$ cat src/rtl/idex_pkg.sv
// Shared types and constants for the ID/EX pipeline stage.
// Operand-select encodings and the fixed b-operand constants live here.
package idex_pkg;

    typedef enum logic [1:0] {
        A_RS1   = 2'd0,
        A_PC    = 2'd1,
        A_ZERO  = 2'd2,
        A_ZERO3 = 2'd3
    } a_sel_e;

    typedef enum logic [1:0] {
        B_RS2  = 2'd0,
        B_IMM  = 2'd1,
        B_FOUR = 2'd2,
        B_LUI  = 2'd3
    } b_sel_e;

    localparam int B_CONST_FOUR = 4;
    localparam int LUI_SHIFT    = 12;

    typedef enum logic [1:0] {
        ST_EMPTY = 2'd0,
        ST_FULL  = 2'd1,
        ST_SKID  = 2'd2
    } idex_state_e;

endpackage

$ cat src/rtl/idex_fwd_mux.sv
// Priority forwarding for one source operand: MEM beats WB, index 0 is never forwarded.
module idex_fwd_mux #(
    parameter int WordSize    = 32,
    parameter int RegAddrBits = 5,
    parameter bit FwdEnable   = 1'b1
) (
    input  logic [RegAddrBits-1:0] rsn,
    input  logic [WordSize-1:0]    rf_data,
    input  logic                   mem_en,
    input  logic [RegAddrBits-1:0] mem_rdn,
    input  logic [WordSize-1:0]    mem_data,
    input  logic                   wb_en,
    input  logic [RegAddrBits-1:0] wb_rdn,
    input  logic [WordSize-1:0]    wb_data,
    output logic [WordSize-1:0]    data
);

    logic mem_hit;
    logic wb_hit;

    assign mem_hit = FwdEnable && mem_en && (mem_rdn == rsn) && (rsn != '0);
    assign wb_hit  = FwdEnable && wb_en  && (wb_rdn  == rsn) && (rsn != '0);

    always_comb begin
        data = rf_data;
        if (mem_hit) begin
            data = mem_data;
        end else if (wb_hit) begin
            data = wb_data;
        end
    end

endmodule

$ cat src/rtl/idex_stage.sv
// ID/EX pipeline stage: forwarding, operand select, output register plus one-entry skid
// slot behind a valid/ready handshake, with synchronous flush.
module idex_stage
    import idex_pkg::*;
#(
    parameter int WordSize    = 32,
    parameter int RegAddrBits = 5,
    parameter bit FwdEnable   = 1'b1
) (
    input  logic                   clk,
    input  logic                   rstn,
    input  logic                   flush,
    input  logic                   in_valid,
    output logic                   in_ready,
    input  logic [1:0]             a_sel,
    input  logic [1:0]             b_sel,
    input  logic [WordSize-1:0]    pc_in,
    input  logic [WordSize-1:0]    imm,
    input  logic [WordSize-1:0]    rs1d,
    input  logic [WordSize-1:0]    rs2d_in,
    input  logic [WordSize-1:0]    branch_addr_in,
    input  logic [RegAddrBits-1:0] rs1n,
    input  logic [RegAddrBits-1:0] rs2n,
    input  logic [RegAddrBits-1:0] rdn_in,
    input  logic                   branch_taken_in,
    input  logic                   mem_fwd_en,
    input  logic                   wb_fwd_en,
    input  logic [RegAddrBits-1:0] mem_fwd_rdn,
    input  logic [RegAddrBits-1:0] wb_fwd_rdn,
    input  logic [WordSize-1:0]    mem_fwd_data,
    input  logic [WordSize-1:0]    wb_fwd_data,
    output logic                   out_valid,
    input  logic                   out_ready,
    output logic [WordSize-1:0]    pc,
    output logic [WordSize-1:0]    branch_addr,
    output logic [WordSize-1:0]    a,
    output logic [WordSize-1:0]    b,
    output logic [WordSize-1:0]    rs2d,
    output logic [RegAddrBits-1:0] rdn,
    output logic                   branch_taken
);

    typedef struct packed {
        logic [WordSize-1:0]    pc;
        logic [WordSize-1:0]    branch_addr;
        logic [WordSize-1:0]    a;
        logic [WordSize-1:0]    b;
        logic [WordSize-1:0]    rs2d;
        logic [RegAddrBits-1:0] rdn;
        logic                   branch_taken;
    } idex_payload_t;

    idex_state_e   state;
    idex_state_e   next_state;
    idex_payload_t captured;
    idex_payload_t out_q;
    idex_payload_t skid_q;
    logic [WordSize-1:0] fwd_rs1;
    logic [WordSize-1:0] fwd_rs2;
    logic xfer_in;
    logic xfer_out;
    logic load_out;
    logic load_skid;
    logic move_skid;

    idex_fwd_mux #(
        .WordSize(WordSize), .RegAddrBits(RegAddrBits), .FwdEnable(FwdEnable)
    ) u_fwd_rs1 (
        .rsn(rs1n), .rf_data(rs1d),
        .mem_en(mem_fwd_en), .mem_rdn(mem_fwd_rdn), .mem_data(mem_fwd_data),
        .wb_en(wb_fwd_en), .wb_rdn(wb_fwd_rdn), .wb_data(wb_fwd_data),
        .data(fwd_rs1)
    );

    idex_fwd_mux #(
        .WordSize(WordSize), .RegAddrBits(RegAddrBits), .FwdEnable(FwdEnable)
    ) u_fwd_rs2 (
        .rsn(rs2n), .rf_data(rs2d_in),
        .mem_en(mem_fwd_en), .mem_rdn(mem_fwd_rdn), .mem_data(mem_fwd_data),
        .wb_en(wb_fwd_en), .wb_rdn(wb_fwd_rdn), .wb_data(wb_fwd_data),
        .data(fwd_rs2)
    );

    always_comb begin
        captured              = '0;
        captured.pc           = pc_in;
        captured.branch_addr  = branch_addr_in;
        captured.rs2d         = fwd_rs2;
        captured.rdn          = rdn_in;
        captured.branch_taken = branch_taken_in;
        case (a_sel_e'(a_sel))
            A_RS1:   captured.a = fwd_rs1;
            A_PC:    captured.a = pc_in;
            default: captured.a = '0;
        endcase
        case (b_sel_e'(b_sel))
            B_RS2:   captured.b = fwd_rs2;
            B_IMM:   captured.b = imm;
            B_FOUR:  captured.b = WordSize'(B_CONST_FOUR);
            default: captured.b = imm << LUI_SHIFT;
        endcase
    end

    // in_ready depends only on registered state, so out_ready never reaches it combinationally.
    assign in_ready  = (state != ST_SKID);
    assign out_valid = (state != ST_EMPTY);
    assign xfer_in   = in_valid && in_ready;
    assign xfer_out  = out_valid && out_ready;

    always_ff @(posedge clk or negedge rstn) begin
        if (!rstn) begin
            state <= ST_EMPTY;
        end else begin
            state <= next_state;
        end
    end

    always_comb begin
        next_state = state;
        load_out   = 1'b0;
        load_skid  = 1'b0;
        move_skid  = 1'b0;
        if (flush) begin
            next_state = ST_EMPTY;
        end else begin
            case (state)
                ST_EMPTY: begin
                    if (xfer_in) begin
                        next_state = ST_FULL;
                        load_out   = 1'b1;
                    end
                end
                ST_FULL: begin
                    if (xfer_in && xfer_out) begin
                        load_out = 1'b1;
                    end else if (xfer_in) begin
                        next_state = ST_SKID;
                        load_skid  = 1'b1;
                    end else if (xfer_out) begin
                        next_state = ST_EMPTY;
                    end
                end
                ST_SKID: begin
                    if (xfer_out) begin
                        next_state = ST_FULL;
                        move_skid  = 1'b1;
                    end
                end
                default: next_state = ST_EMPTY;
            endcase
        end
    end

    always_ff @(posedge clk or negedge rstn) begin
        if (!rstn) begin
            out_q  <= '0;
            skid_q <= '0;
        end else begin
            if (load_out) begin
                out_q <= captured;
            end else if (move_skid) begin
                out_q <= skid_q;
            end
            if (load_skid) begin
                skid_q <= captured;
            end
        end
    end

    assign pc           = out_q.pc;
    assign branch_addr  = out_q.branch_addr;
    assign a            = out_q.a;
    assign b            = out_q.b;
    assign rs2d         = out_q.rs2d;
    assign rdn          = out_q.rdn;
    assign branch_taken = out_q.branch_taken;

endmodule

$ cat config.mk
export PLATFORM = sky130hd
export DESIGN_NAME = idex_stage
export DESIGN_NICKNAME = d
export VERILOG_FILES = /design/src/rtl/idex_pkg.sv /design/src/rtl/idex_fwd_mux.sv /design/src/rtl/idex_stage.sv
export SDC_FILE = /design/constraint.sdc
export NUM_CORES = 1
export LEC_CHECK = 0
export ABC_CLOCK_PERIOD_IN_PS = 4350
export BUFFER_PORTS_ARGS = -buffer_cell sky130_fd_sc_hd__buf_2
export CORE_MARGIN = 1.5
export CORE_UTILIZATION = 50
export CTS_CLUSTER_DIAMETER = 60
export DETAILED_ROUTE_END_ITERATION = 6
export GPL_ROUTABILITY_DRIVEN = 0
export PLACE_DENSITY = 0.74
export SLEW_MARGIN = 20
export SYNTH_ARGS = -nofsm -noshare
export SYNTH_HDL_FRONTEND = slang
export SYNTH_SLANG_ARGS = --single-unit
export TNS_END_PERCENT = 1
$ cat constraint.sdc
create_clock -name clk -period 4.35 [get_ports clk]
set_input_delay 0.2175 -clock clk [delete_from_list [all_inputs] [get_ports clk]]
set_output_delay 0.2175 -clock clk [all_outputs]
set_load 0.05 [all_outputs]
## After elaboration in Yosys (flattened, before gate mapping)

Cells that the tools add are included.

| storage, ports and cells | value |
|---|---|
| output and inout port bits | 168 |
| latch bits | 0 |
| memories | 0 |
| memory bits (read-only) | 0 |
| flip-flop bits (word level) | 334 |
| input port bits | 261 |
| bits in writable memories | 0 |
| word-level logic and storage cells | 73 |

| operators by class | value |
|---|---|
| equality and inequality tests | 14 |
| divide/modulo/power cells | 0 |
| bitwise logic cells | 0 |
| magnitude comparators | 0 |
| shifts and indexed selects | 0 |
| $add $sub $neg | 0 |
| multiplexer cells | 25 |
| reduce and logical (&&, ||, !) cells | 19 |
| $mul | 0 |

Operators with widths:

| operator | count |
|---|---|
| $mux W166 | 2 |
| $mux W32 | 4 |
| $pmux W32 S3 | 1 |
| $pmux W32 S2 | 1 |
| $eq A5 B5 Y1 | 4 |
| $mux W2 | 6 |
| $logic_and A1 B1 Y1 | 11 |
| $reduce_bool A5 Y1 | 2 |
| $mux W1 | 9 |
| $ne A3 B3 Y1 const B | 3 |
| $eq A2 B1 Y1 const B | 3 |
| $logic_not A2 Y1 | 3 |
| $pmux W2 S3 | 1 |
| $eq A2 B2 Y1 const B | 2 |
| $ne A4 B4 Y1 const B | 1 |
| $reduce_and A4 Y1 | 1 |
| $reduce_bool A2 Y1 | 2 |
| $ne A2 B2 Y1 const B | 1 |
| $pmux W1 S2 | 1 |

## Logic depth before layout (Yosys ltp)

| depth | value |
|---|---|
| depth after elaboration | 7 |
| gate-level depth with buffers | 8 |
| depth with buffers taken out | 5 |

## Modules after synthesis

A second synthesis with hierarchy kept.

| unflattened totals | value |
|---|---|
| cell total of the unflattened synthesis | 1486 |
| area total of the unflattened synthesis | 16739.8 µm² |

By module, submodules not included:

| module | area each (µm²) | seq. area each (µm²) | cells an instance | times used |
|---|---|---|---|---|
| idex_stage | 14532.7 | 8358.0 | 1090 | 1 |
| idex_fwd_mux | 1103.6 | 0.0 | 198 | 2 |

## Worst setup path after synthesis

No wires, ideal clock.

| path | value |
|---|---|
| path kind | reg2reg |
| start | reg state[1] |
| end | reg skid_q[69] (netlist name) |
| library setup time | 92 ps |
| data arrival time | 1843 ps |
| period minus slack after synthesis | 1935 ps |
| required time | 4258 ps |
| stages on the path, launching flop included | 8 |
| buffers on the path | 3 |
| setup slack | 2415 ps |
| path through | dfrtp_1 -> nand2b_1 -> or3_1 -> buf_2 -> or3_1 -> clkbuf_1 -> buf_2 -> o31ai_2 |

| on the way | value |
|---|---|
| cells in the longest elaborated chain, start to end | 6 |
| elaborated cells between the ends (all ways) | 10 |
| classes of those cells | eq/ne (2); mux (4); reduce/logical (4) |

Ends and longest elaborated chain:

| what | line | text |
|---|---|---|
| start: declaration | idex_stage.sv:53 | `idex_state_e state;` |
| start signal: assignment | idex_stage.sv:114 | `state <= next_state;` |
| $ne A2 B2 Y1 / $reduce_bool A2 Y1 (equally long branches) | idex_stage.sv:105, idex_stage.sv:106 |  |
| $logic_and A1 B1 Y1 (on tied branches) | idex_stage.sv:107, idex_stage.sv:108 |  |
| $mux W1 / $logic_and A1 B1 Y1 (equally long branches) | idex_stage.sv:136, idex_stage.sv:134 |  |
| $mux W1 | idex_stage.sv:134 | `if (xfer_in && xfer_out) begin` |
| $mux W1 * | idex_stage.sv:126 | `case (state)` |
| $mux W1 * | idex_stage.sv:123 | `if (flush) begin` |
| end signal: assignment | idex_stage.sv:165 | `skid_q <= captured;` |
| end: declaration | idex_stage.sv:57 | `idex_payload_t skid_q;` |

Mark *: on every way between the ends. The rest lies on a longest branch, timed or not.
A chain may end at the register's enable or synchronous reset.

## Final worst setup path

| path | value |
|---|---|
| start | reg state[0] |
| end | reg out_q (netlist bit a[13]) |

| on the way | value |
|---|---|
| cells in the longest elaborated chain, start to end | 7 |
| elaborated cells between the ends (all ways) | 17 |
| classes of those cells | eq/ne (3); mux (8); reduce/logical (6) |

Ends and longest elaborated chain:

| what | line | text |
|---|---|---|
| $ne A2 B2 Y1 / $reduce_bool A2 Y1 (equally long branches) | idex_stage.sv:105, idex_stage.sv:106 |  |
| $logic_and A1 B1 Y1 (on tied branches) | idex_stage.sv:107, idex_stage.sv:108 |  |
| $logic_and A1 B1 Y1 | idex_stage.sv:134 |  |
| $mux W1 | idex_stage.sv:134 |  |
| $pmux W1 S2 | idex_stage.sv:126 |  |
| $mux W1 | idex_stage.sv:123 |  |
| $mux W166 / $reduce_bool A2 Y1 (equally long branches) | -- |  |
| end signal: assignment | idex_stage.sv:160 | `out_q <= captured;` |
| end signal: assignment | idex_stage.sv:162 | `out_q <= skid_q;` |
| end: declaration | idex_stage.sv:56 | `idex_payload_t out_q;` |

Parallel ways exist; a longest one is shown, timed or not.

==> qor.csv <==
metric,value,unit
status,finished with violations,
failed_checks,DRC,
ir_worst_vdd,0.255,mV
final-instance-count-excl-fill,2655,
coreArea,32800,um^2
slew_violations,0,
power.switching,3690,uW
avgViaCountPerCell,6.32,
nets,2441,
grt_overflow_total,0,
drt_iter0_markers,1840,
ys_types,56,
hpwl,43700,um
initial_utilization,0.513,
cts_root_buf,clkbuf_16,
htree_levels,2,
arrival,3330,ps
maxCapViolCount,0,
final.setup.worst_slack,1470,ps
power_frac_clock,0.310,
numCtsBuffers,38,
die_h,186,um
power.leakage,0.00992,uW
p_per_area,482,nW/um^2
fillers,2677,
final_area,21100,um^2
r2r_slack,1470,ps
period_needed,2880,ps
critPathLaunchType,register,
layout-area-overhead-vs-synth,25.3,%
endpoint_kind,register,
insertion_delay,530,ps
r2r_cells,7,
setup_viol,0,
rsz0062_at_grt,false,
ctsResizeCount,0,
cts.sinks,334,
worstPathRequired,4800,ps
finClkSkew,14.4,ps
comb_power_share,0.275,
synth-xor-area-share,0.0104,
r2r_start,state[0],
netlist_instances,1774,
yosys.area_share.simple,0.172,
yosys_warnings,0,
clockBufferDepth,3,
grt_max_degree,144,
hold_class,input pin to register,
worstSetupStartpoint,state[0],
drc,13,
hold_viol_final,0,
routed_wl,64500,um
pre_cts_slack,1560,ps
post-route-period-util,0.663,
crit_fanout,84,
cts_tree,done,
syn-num-nets,2035,
relSlewSlack,0.317,
synth_top_family_by_area,compound AO/OA/AOI/OAI gates,
hold_path_depth,3,
dp.cells,2506,
port_buffers,428,
synth_compound_area_frac,0.262,
drtPass1Iterations,7,
avgSynthCellArea,9.48,um^2
wl_per_cell,24.3,um
synthAdderAreaFrac,0,
grt_pass1_wl,98000,um
synth_mux_area_frac,0.0134,
path_clk_slew,60,ps
die_area,34700,um^2
worst_pin_slew,1020,ps
place_area,19100,um^2
drtAntennaViolNets,0,
critPathKind,register to register,
antenna_found_initial,12,
grtUsageTotal,0.366,
pin_count,429,
max_freq,347,MHz
hold_ws,15.6,ps
ys_seq_area_frac,0.497,
reg2reg_to,a[13],
sw_frac_of_total,0.364,
drive_above_1_share,0.288,
ys_ff_latch,334,
crit_path_end,a[13],
syn-cell-area,16800,um^2
internal-power,6460,uW
power.share.sequential,0.415,
num_vias,16800,
die_w,186,um
setup_tns,0,ps
row_count,66,
first_global_vias,16200,
## registers in the layout (all words and copies together), names as in the netlist
signal,flops
pc,32
a,32
state,2
skid_q,166
rdn,5
rs2d,32
branch_taken,1
branch_addr,32
b,32
## synth_stat cells (all sizes together)
master,n,area [um^2]
a211oi,28,533
a21oi,69,345
a221oi,20,175
a222oi,32,320
a22oi,102,766
a311o,4,40.0
a31o,33,289
a31oi,12,75.1
and2,2,12.5
and3,31,241
and4,1,8.76
buf,37,231
clkbuf,128,523
dfrtp,334,8360
mux2,20,225
nand2,462,1750
nand2b,3,18.8
nand3,21,105
nand3b,1,7.51
nand4,35,225
nand4bb,1,11.3
nor2,86,348
nor2b,4,25.0
nor3,7,35.0
nor3b,1,7.51
nor4b,1,15.0
nor4bb,1,10.0
o211a,1,17.5
o211ai,10,98.8
o21ai,79,395
o22a,1,8.76
o31ai,177,1340
or2,4,25.0
or3,3,18.8
or4,2,18.8
or4b,1,10.0
xnor2,17,149
xor2,3,26.3
## metrics by stage
step | power, uW | utilization
after detailed placement | 6950 | 0.581
final | 10200 | 0.642
after floorplan | 6040 | -
after global routing | 10600 | 0.642
after CTS | 10100 | 0.642
after global placement | 6870 | 0.581
## timing repair
action,in CTS,in global routing
hold buffers,76,0
setup buffers,0,0
endpoints found under the hold margin,269,0
## power by group through the flow
stage / sequential (uW) / clock, uW / combinational [uW]
2_1_floorplan: 5090 / 0 / 947
3_3_place_gp: 4210 / 0 / 2660
3_5_place_dp: 4240 / 0 / 2710
4_1_cts: 4190 / 3160 / 2770
5_1_grt: 4280 / 3300 / 2990
6_report: 4210 / 3150 / 2790
## cells by family (layout without fill, tap and decap cells)
kind of cell              Yosys count  after routing
and+or+nand+nor                   667            667
AOI/OAI and AO/OA                 568            568
DFF                               334            334
buffers and inverters             165            597
xor gates and xnor gates           20             20
muxes                              20             20
other                               0              7
## final cells by class
cell class	instances	area, um^2	area share
Antenna cell	7	17.5	0.000832
Clock buffer	59	1170	0.0557
Clock inverter	7	41.3	0.00196
Multi-Input combinational cell	1275	7760	0.369
Sequential cell	334	8360	0.397
Tap cell	442	553	0.0263
Timing Repair Buffer	531	3160	0.150
## worst min-delay path by stage
stage                       start         endpoint  slack, ps
after floorplan              rstn             a[0]        -80
after global placement       rstn  branch_addr[20]        360
after detailed placement     rstn  branch_addr[20]        370
after CTS                 imm[11]            b[11]          3
after global routing       imm[7]             b[7]         30
final                     imm[11]            b[11]         20
## per-layer routing
metal / vias to the layer above / GRT usage / wire length (um)
li1: 7306 / - / -
met1: 8117 / 0.487 / 24400
met2: 1129 / 0.570 / 29300
met3: 206 / 0.0771 / 7150
met4: 10 / 0.179 / 3590
met5: - / 0 / 62
## layout by cell type (no fill, tap or decap), types with 4 or more instances in the layout
cell and count:
nand2_1 460, buf_2 427, dfrtp_1 334, o31ai_1 174, a22oi_1 102, dlygate4sd3_1 76
nor2_1 75, a21oi_1 69, o21ai_0 51, clkbuf_16 41, nand4_1 34, a31o_2 33
a222oi_1 32, o21ai_1 28, a211oi_4 25, buf_4 23, nand3_1 21, mux2_2 20
a221oi_1 20, and3_1 20, xnor2_1 17, a31oi_1 12, clkbuf_1 10, nor2_2 9
and3_4 9, clkbuf_8 8, diode_2 7, o211ai_1 7, nor3_1 6, clkinv_2 6
a311o_1 4
## critical path: stages (launching register included)
cell      delay, ps
dfrtp_1         460
nand2b_1        210
nor3b_2         300
buf_4           800
and2_1          260
buf_4           380
a222oi_1        140
o21ai_1         140
(Power assumes the default switching activity.)
